===== config.mk =====
export PLATFORM = sky130hd
export DESIGN_NAME = iterative_right_shifter
export DESIGN_NICKNAME = d
export VERILOG_FILES = /design/src/rtl/shifter_pkg.sv /design/src/rtl/right_shift_stage.sv /design/src/rtl/iterative_right_shifter.sv
export SDC_FILE = /design/constraint.sdc
export NUM_CORES = 1
export LEC_CHECK = 0
export CORE_UTILIZATION = 36
export DETAILED_ROUTE_END_ITERATION = 10
export DONT_BUFFER_PORTS = 1
export SYNTH_ARGS = -nofsm -noshare
export SYNTH_HDL_FRONTEND = slang
export SYNTH_HIERARCHICAL = 1
export SYNTH_SLANG_ARGS = --single-unit

===== constraint.sdc =====
create_clock -name clock -period 2.9 [get_ports clock]
set_clock_uncertainty 0.2 [all_clocks]
set_input_delay 0.29 -clock clock [delete_from_list [all_inputs] [get_ports clock]]
set_output_delay 0.29 -clock clock [all_outputs]
set_load 0.01 [all_outputs]

===== src/rtl/shifter_pkg.sv =====
// Shared definitions for the iterative right shifter: op encodings, FSM state
// encodings and the stage-index width helper.
package shifter_pkg;

    typedef logic [1:0] op_t;
    typedef logic [1:0] state_t;

    localparam op_t OP_SHR  = 2'b00;
    localparam op_t OP_ROTR = 2'b01;
    localparam op_t OP_SRA  = 2'b10;

    localparam state_t ST_IDLE  = 2'd0;
    localparam state_t ST_SHIFT = 2'd1;
    localparam state_t ST_DONE  = 2'd2;

    // Bits needed to index the shift-amount vector; at least one so a
    // 1-bit amount still has a legal index register.
    function automatic int stage_index_width(input int shamt_w);
        return (shamt_w > 1) ? $clog2(shamt_w) : 1;
    endfunction

endpackage


===== src/rtl/right_shift_stage.sv =====
// One conditional right-shift stage by 2^stage bits, shared across all stages.
// RSHIFT_ARITH_EN adds the sign-fill path for OP_SRA; otherwise OP_SRA is logical.
module right_shift_stage
    import shifter_pkg::*;
#(
    parameter int WIDTH = 32,
    localparam int SHAMT_W = $clog2(WIDTH),
    localparam int K_W = stage_index_width(SHAMT_W)
) (
    input  logic [WIDTH-1:0] data,
    input  logic             enable,
    input  logic [K_W-1:0]   stage,
    input  logic [1:0]       op,
    input  logic             sign,
    output logic [WIDTH-1:0] shifted
);

    localparam int AMT_W = SHAMT_W + 1;
    localparam logic [AMT_W-1:0] W_AMT = AMT_W'(WIDTH);

    logic [AMT_W-1:0] amount;
    logic [WIDTH-1:0] logical;
    logic [WIDTH-1:0] rotated;
    logic [WIDTH-1:0] result;

    // Largest stage amount is WIDTH/2, so W_AMT - amount never underflows.
    assign amount = AMT_W'(1) << stage;

`ifndef RSHIFT_ARITH_EN
    logic sign_unused;
    assign sign_unused = sign;
`endif

    always_comb begin
        logical = data >> amount;
        rotated = logical | (data << (W_AMT - amount));
        result  = logical;
        if (op == OP_ROTR) begin
            result = rotated;
        end
`ifdef RSHIFT_ARITH_EN
        else if (op == OP_SRA && sign) begin
            result = logical | ~({WIDTH{1'b1}} >> amount);
        end
`endif
        shifted = enable ? result : data;
    end

endmodule


===== src/rtl/iterative_right_shifter.sv =====
// Multi-cycle SHR/ROTR/SRA unit: one right-shift stage per clock, MSB stage first.
// RSHIFT_ARITH_EN enables sign fill for op 10; without it op 10 runs as SHR.
module iterative_right_shifter
    import shifter_pkg::*;
#(
    parameter int WIDTH = 32,
    localparam int SHAMT_W = $clog2(WIDTH)
) (
    input  logic               clock,
    input  logic               reset,
    input  logic               in_valid,
    output logic               in_ready,
    input  logic [WIDTH-1:0]   in_data,
    input  logic [SHAMT_W-1:0] in_shamt,
    input  logic [1:0]         in_op,
    output logic               out_valid,
    input  logic               out_ready,
    output logic [WIDTH-1:0]   out_data,
    output logic               busy,
    output logic [1:0]         fsm_state
);

    // Handshake: a transfer happens on a rising edge where valid && ready are
    // both high; valid never waits on ready, and in_ready never looks at in_valid.

    localparam int K_W = stage_index_width(SHAMT_W);
    localparam logic [K_W-1:0] K_INIT = K_W'(SHAMT_W - 1);

    state_t             state;
    logic [WIDTH-1:0]   data_q;
    logic [SHAMT_W-1:0] shamt_q;
    logic [1:0]         op_q;
    logic [K_W-1:0]     k_q;
    logic [WIDTH-1:0]   result_q;
    logic               sign_bit;
    logic [WIDTH-1:0]   stage_out;
    logic               accept;

    assign in_ready  = (state == ST_IDLE) || (state == ST_DONE && out_ready);
    assign accept    = in_valid && in_ready;
    assign out_valid = (state == ST_DONE);
    assign out_data  = result_q;
    assign busy      = (state == ST_SHIFT);
    assign fsm_state = state;

`ifdef RSHIFT_ARITH_EN
    logic sign_q;

    always_ff @(posedge clock or posedge reset) begin
        if (reset) begin
            sign_q <= 1'b0;
        end else if (accept) begin
            sign_q <= in_data[WIDTH-1];
        end
    end

    assign sign_bit = sign_q;
`else
    assign sign_bit = 1'b0;
`endif

    right_shift_stage #(
        .WIDTH (WIDTH)
    ) u_stage (
        .data    (data_q),
        .enable  (shamt_q[k_q]),
        .stage   (k_q),
        .op      (op_q),
        .sign    (sign_bit),
        .shifted (stage_out)
    );

    always_ff @(posedge clock or posedge reset) begin
        if (reset) begin
            state    <= ST_IDLE;
            data_q   <= '0;
            shamt_q  <= '0;
            op_q     <= '0;
            k_q      <= '0;
            result_q <= '0;
        end else if (accept) begin
            // Covers both IDLE and a back-to-back accept out of DONE.
            state   <= ST_SHIFT;
            data_q  <= in_data;
            shamt_q <= in_shamt;
            op_q    <= in_op;
            k_q     <= K_INIT;
        end else if (state == ST_DONE && out_ready) begin
            state <= ST_IDLE;
        end else if (state == ST_SHIFT) begin
            data_q <= stage_out;
            if (k_q == '0) begin
                state    <= ST_DONE;
                result_q <= stage_out;
            end else begin
                k_q <= k_q - 1'b1;
            end
        end
    end

endmodule


==> results of run 1 <==
-- metrics by stage --
stage / std cells / util (%) / hold slack (ns) / setup WS (ns)
5_1_grt: 755 / 43.84 / 0.05782 / 0.01977
3_3_place_gp: 698 / 38.88 / 0.05993 / 0.1059
6_report: 755 / 43.84 / 0.05808 / 0.09713
3_5_place_dp: 698 / 38.88 / 0.07213 / 0.05999
2_1_floorplan: 525 / - / 0.2385 / 0.1036
4_1_cts: 755 / 43.79 / 0.04987 / 0.03952
-- registers in the layout, indices dropped and copies added, names as in the netlist --
name	count
data_q	32
out_data	32
shamt_q	5
k_q	3
fsm_state	2
op_q	2
-- power groups by stage --
stage | Sequential [uW] | Clock, uW | Combinational, uW
2_1_floorplan | 2150 | 0 | 4260
3_3_place_gp | 2540 | 0 | 5380
3_5_place_dp | 2540 | 0 | 5480
4_1_cts | 2520 | 1200 | 5540
5_1_grt | 2620 | 1240 | 6060
6_report | 2530 | 1170 | 5590
-- layer usage --
layer | GRT usage, % | wire length [um] | part of all wire [%] | vias up
met5 | 0 | 0 | 0 | -
met4 | 9.756 | 517 | 3.0 | 0
met3 | 5.092 | 1000 | 5.8 | 41
met2 | 36.51 | 7981 | 46 | 168
met1 | 30.15 | 7751 | 45 | 2318
li1 | - | - | - | 2063
-- how the worst min path moves through the flow --
stage | end | slack (ns) | from
after CTS | fsm_state[1]$_DFFE_PP0P_ | 0.05 | out_ready
after global routing | fsm_state[1]$_DFFE_PP0P_ | 0.06 | out_ready
final | fsm_state[1]$_DFFE_PP0P_ | 0.06 | out_ready
after floorplan | data_q[10]$_DFFE_PP0P_ | 0.24 | in_data[10]
after detailed placement | shamt_q[2]$_DFFE_PP0N_ | 0.07 | reset
after global placement | shamt_q[2]$_DFFE_PP0N_ | 0.06 | reset
-- timing repair --
action / in CTS / in global routing
hold buffers: 41 / 0
endpoints found under the setup margin: 0 / 9
hold endpoints to repair: 73 / 0
gates resized for setup: 0 / 3
-- cell type report --
type	instances	share of cell area, %
clock buffer	10	3.709
clock inverter	6	1.107
inverter	10	0.6019
multi-input combinational	396	50.66
sequential	76	29.55
tap	184	3.573
timing repair buffer	73	10.80
-- cell usage in the layout, fill, tap and decap left out, types with 3 or more instances in the layout --
cell / instances
o21ai_1: 3
mux2i_1: 17
o221ai_1: 4
a2bb2oi_1: 3
nand2b_1: 13
nand2_1: 40
and2_1: 3
nor2_1: 17
a21o_1: 3
buf_12: 3
o21ai_0: 36
mux2_2: 84
nand3_1: 8
o22ai_1: 5
dlygate4sd3_1: 41
a221o_1: 8
o32a_1: 3
o311ai_0: 3
o2111ai_1: 3
inv_1: 9
mux4_2: 8
a21oi_1: 23
dfrtp_1: 74
nor2b_1: 13
mux2_4: 18
a32o_1: 3
o211ai_1: 10
a22oi_1: 8
mux2_1: 5
a31oi_1: 6
a211oi_1: 7
or3_1: 4
clkbuf_16: 9
buf_4: 27
==> reports/results.tsv, run 1 <==
stage	metric	value	unit
outcome	outcome	finished, violations left	
outcome	violations	design-rule violations	
worst_hold_path	hold_path_depth	2	
power_and_ir_drop	clockPowerShare	12.6	%
finish	finalInstanceArea	0.006444	mm2
global_route	grt_use_total	22.98	%
placement	placed_cell_area	0.005715	mm2
synthesis	avgSynthCellArea	10.43	um2
global_route	overflow	0	
synthesis	syn_area	0.005475	mm2
critical_path	path_common_cell	mux2_2	
power_and_ir_drop	power_switching	4144	uW
clocking	cts_made_buffers	9	
floorplan	die_height	125.3	um
power_and_ir_drop	switching_share	44.63	%
finish	diodes	0	
synthesis	synth_fp_nets	570	
critical_path	regToRegSetupSlack	0.1	ns
critical_path	crit_family	compound AO/OA/AOI/OAI gates	
floorplan	core-area	0.01470	mm2
detailed_routing	via_per_inst	6.079	
critical_path	worstSetupPathType	flop to flop	
finish	area_growth	17.69	%
timing	tightestPinTransition	0.7629	ns
critical_path	r2r_start	k_q[1]$_DFFE_PP0P_	
timing	rsz0062_at_grt	no	
clocking	clockBufferDepth	2	
clocking	clock_sinks	76	
finish	drive_gt1_share	30.47	%
critical_path	worst_path_largest_cell_delay	0.46	ns
critical_path	worstReg2RegEnd	data_q[24]$_DFFE_PP0P_	
timing	setup_viol	0	
power_and_ir_drop	ir_drop	0.0006907	V
power_and_ir_drop	p_seq_share	27.2	%
critical_path	rr_worst_depth	8	
critical_path	cp-end-kind	flop	
finish	multi_input_area	0.003264	mm2
timing	fmaxAchievable	356.8	MHz
clocking	clkTransAtPathRegs	0.06	ns
timing	fin_setup_tns	0	ns
power_and_ir_drop	internal-power	5140	uW
detailed_routing	drc	2	
detailed_routing	drt_iter0_drc	338	
timing	slew_viol_final	0	
global_route	grt_pass1_vias	4659	
timing	relSlewSlack	49.14	%
clocking	clockRootBuffer	clkbuf_16	
global_route	grt_pass1_wl	27610	um
critical_path	endpoint	data_q[24]$_DFFE_PP0P_	
flow_run	maxCapViolations	0	
floorplan	rows	44	
critical_path	cp-start-kind	flop	
detailed_routing	dr.pass1.iters	10	
critical_path	critPathArrivalTime	2.84	ns
floorplan	die-area	0.01571	mm2
clocking	clk_latency	0.35	ns
power_and_ir_drop	power.leakage	0.002654	uW
clocking	tritoncts	done	
critical_path	crit_cells	8	
finish	seqCellArea	0.001904	mm2
detailed_routing	vias	4590	
critical_path	crit_chain	mux2i_1, or3_1, o311ai_2, a21bo_2, a31o_2, a221o_1, mux2_2, mux2_2	
critical_path	critPathBufInv	0	
finish	nets	611	
floorplan	floorplan.die.width	125.3	um
power_and_ir_drop	combPwrFrac	60.2	%
detailed_routing	wire_per_inst	22.85	um
detailed_routing	antenna_left	0	
worst_hold_path	holdCritPathClass	input port to flop	
synthesis	yosysWarnings	6	
synthesis	synth_cells	525	
critical_path	critical_path.slowest_cell	dfrtp_2	
placement	dpl.hpwl	12140	um
clocking	htree_levels	3	
power_and_ir_drop	power_density	1441	mW/mm2
global_route	antenna_found_initial	0	
clocking	cts_setup_buffers	0	
floorplan	initial_utilization	37.25	%
global_route	grt_max_degree	58	
detailed_routing	wl	17250	um
power_and_ir_drop	total_power	9284	uW
floorplan	pin_count	80	
critical_path	cp-startpoint	k_q[1]$_DFFE_PP0P_	
critical_path	crit_fanout	7	
timing	finalHoldViolations	0	
timing	period_share	96.65	%
critical_path	cp_data_required_time	2.94	ns
placement	gp_congestion	0.9749	
finish	fill_cells	1411	
placement	port_buffers	0	
timing	period_needed	2.803	ns
Note: power is estimated with default switching activity, not from simulation.
==> run 2, diff against run 1 <==
- RECOVER_POWER: not set -> 25
==> run 2 against run 1 <==
Net effect:
- the flow finishes with violations (design-rule violations, max-capacitance violations, max-slew violations)
- clock-buffer cell count unchanged
- non-clock buffer count unchanged
- combinational power is essentially flat
- highest routed layer unchanged
- largest power group unchanged
- first-iteration DRC count unchanged
==> reports/results.tsv, run 2 (same netlist as run 1, synthesis figures left out) <==
stage	metric	value	unit
detailed_routing	antenna_left	0	
timing	finalHoldViolations	0	
timing	rsz0062_at_grt	no	
critical_path	critPathArrivalTime	2.84	ns
timing	relSlewSlack	-11.13	%
placement	gp_congestion	0.9749	
timing	slew_viol_final	34	
floorplan	rows	44	
power_and_ir_drop	switching_share	44.63	%
power_and_ir_drop	ir_drop	0.0006884	V
timing	final.setup.worst_slack	0.09654	ns
power_and_ir_drop	power_switching	4144	uW
power_and_ir_drop	power.leakage	0.002650	uW
detailed_routing	wl	17260	um
clocking	cts_setup_buffers	0	
floorplan	die-area	0.01571	mm2
power_and_ir_drop	power_density	1441	mW/mm2
flow_run	maxCapViolations	1	
detailed_routing	drt_iter0_drc	338	
global_route	grt_pass1_wl	27610	um
timing	period_needed	2.803	ns
detailed_routing	dr.pass1.iters	10	
global_route	grt_max_degree	58	
finish	final_common_cell	mux2_2	
worst_hold_path	holdCritPathClass	input port to flop	
timing	fin_setup_tns	0	ns
floorplan	floorplan.die.width	125.3	um
critical_path	cp-start-kind	flop	
clocking	cts_made_buffers	9	
placement	port_buffers	0	
finish	fill_cells	1411	
clocking	clkTransAtPathRegs	0.06	ns
power_and_ir_drop	clockPowerShare	12.6	%
clocking	clock_sinks	76	
timing	fmaxAchievable	356.7	MHz
clocking	clockRootBuffer	clkbuf_16	
finish	finalInstanceArea	0.006444	mm2
placement	pre_cts_ws	0.05999	ns
detailed_routing	met3_wirelength	962	um
critical_path	crit_fanout	21	
floorplan	initial_utilization	37.25	%
detailed_routing	drt-met1-wl	7781	um
detailed_routing	highest_layer	met4	
global_route	antenna_found_initial	0	
power_and_ir_drop	internal-power	5140	uW
global_route	grt_use_total	22.98	%
finish	area_growth	17.69	%
clocking	clk_latency	0.35	ns
finish	nets	611	
critical_path	cp_data_required_time	2.93	ns
timing	period_share	96.67	%
finish	drive_gt1_share	30.47	%
outcome	outcome	finished, violations left	
global_route	overflow	0	
detailed_routing	drc	2	
detailed_routing	wl_met2	7984	um
floorplan	die_height	125.3	um
global_route	grt_pass1_vias	4659	
timing	tightestPinTransition	1.658	ns
finish	fin_cells	755	
outcome	violations	design-rule violations, max-capacitance violations, max-slew violations	
power_and_ir_drop	combPwrFrac	60.2	%
floorplan	pin_count	80	
finish	multi_input_area	0.003264	mm2
clocking	tritoncts	done	
critical_path	worstSetupPathType	flop to flop	
power_and_ir_drop	p_seq_share	27.2	%
finish	diodes	0	
critical_path	cp-end-kind	flop	
finish	seqCellArea	0.001904	mm2
detailed_routing	via_per_inst	6.079	
timing	setup_viol	0	
detailed_routing	vias	4590	
clocking	clockBufferDepth	2	
finish	final_cell_mix	mux2_2, dfrtp_1, dlygate4sd3_1, nand2_1, o21ai_0	
clocking	htree_levels	3	
detailed_routing	wire_per_inst	22.86	um
floorplan	core-area	0.01470	mm2
placement	placed_cells	698	
placement	dpl.hpwl	12140	um
placement	placed_cell_area	0.005715	mm2
==> run 2: area by class of cell <==
| type | count | area share [%] |
|---|---|---|
| clock buffer | 10 | 3.709 |
| clock inverter | 6 | 1.107 |
| inverter | 10 | 0.6019 |
| multi-input combinational | 396 | 50.66 |
| sequential | 76 | 29.55 |
| tap | 184 | 3.573 |
| timing repair buffer | 73 | 10.80 |
==> run 2: worst max-delay path, cell delays in order (launching register included) <==
cell	delay, ns
dfrtp_2	0.46
mux2i_1	0.14
or3_1	0.32
o311ai_2	0.10
buf_6	0.25
o21ai_2	0.12
buf_4	0.20
a221o_1	0.36
mux2_2	0.26
mux2_4	0.25
==> run 2: worst paths after layout <==
kind | startpoint | to | slack, ns | cells past startpoint
setup / recovery | k_q[1]$_DFFE_PP0P_ | data_q[7]$_DFFE_PP0P_ | 0.1 | 9
setup reg to reg | k_q[1]$_DFFE_PP0P_ | data_q[7]$_DFFE_PP0P_ | 0.1 | 9
hold / removal | out_ready | fsm_state[1]$_DFFE_PP0P_ | 0.06 | 2
max in group asynchronous | reset | data_q[11]$_DFFE_PP0P_ | 1.05 | 3
min in group asynchronous | reset | shamt_q[2]$_DFFE_PP0N_ | 0.59 | 2
hold reg to reg | shamt_q[4]$_DFFE_PP0N_ | shamt_q[4]$_DFFE_PP0N_ | 0.32 | 1
==> run 2: routing by layer <==
layer  track usage, %  vias to the layer above
met3            5.092                       45
met2            36.51                      163
met4            9.756                        0
met1            30.15                     2321
met5                0                        -
li1                 -                     2061
==> run 2: stage by stage <==
stage | util [%] | hold WS (ns) | power (uW)
6_report | 43.84 | 0.05809 | 9284
5_1_grt | 43.84 | 0.05782 | 9922
4_1_cts | 43.79 | 0.04987 | 9270
3_5_place_dp | 38.88 | 0.07213 | 8013
3_3_place_gp | 38.88 | 0.05993 | 7915
2_1_floorplan | - | 0.2385 | 6418
==> run 2: what timing repair did <==
item,in CTS,in global routing
resized for setup,0,3
hold buffers,41,0
setup endpoints to repair,0,9
hold endpoints to repair,73,0
==> run 2: power by group through the flow <==
stage / Combinational (uW) / Sequential, uW / Clock (uW)
after floorplan: 4260 / 2150 / 0
after global placement: 5380 / 2540 / 0
after detailed placement: 5480 / 2540 / 0
after CTS: 5540 / 2520 / 1200
after global routing: 6060 / 2620 / 1240
final: 5590 / 2530 / 1170
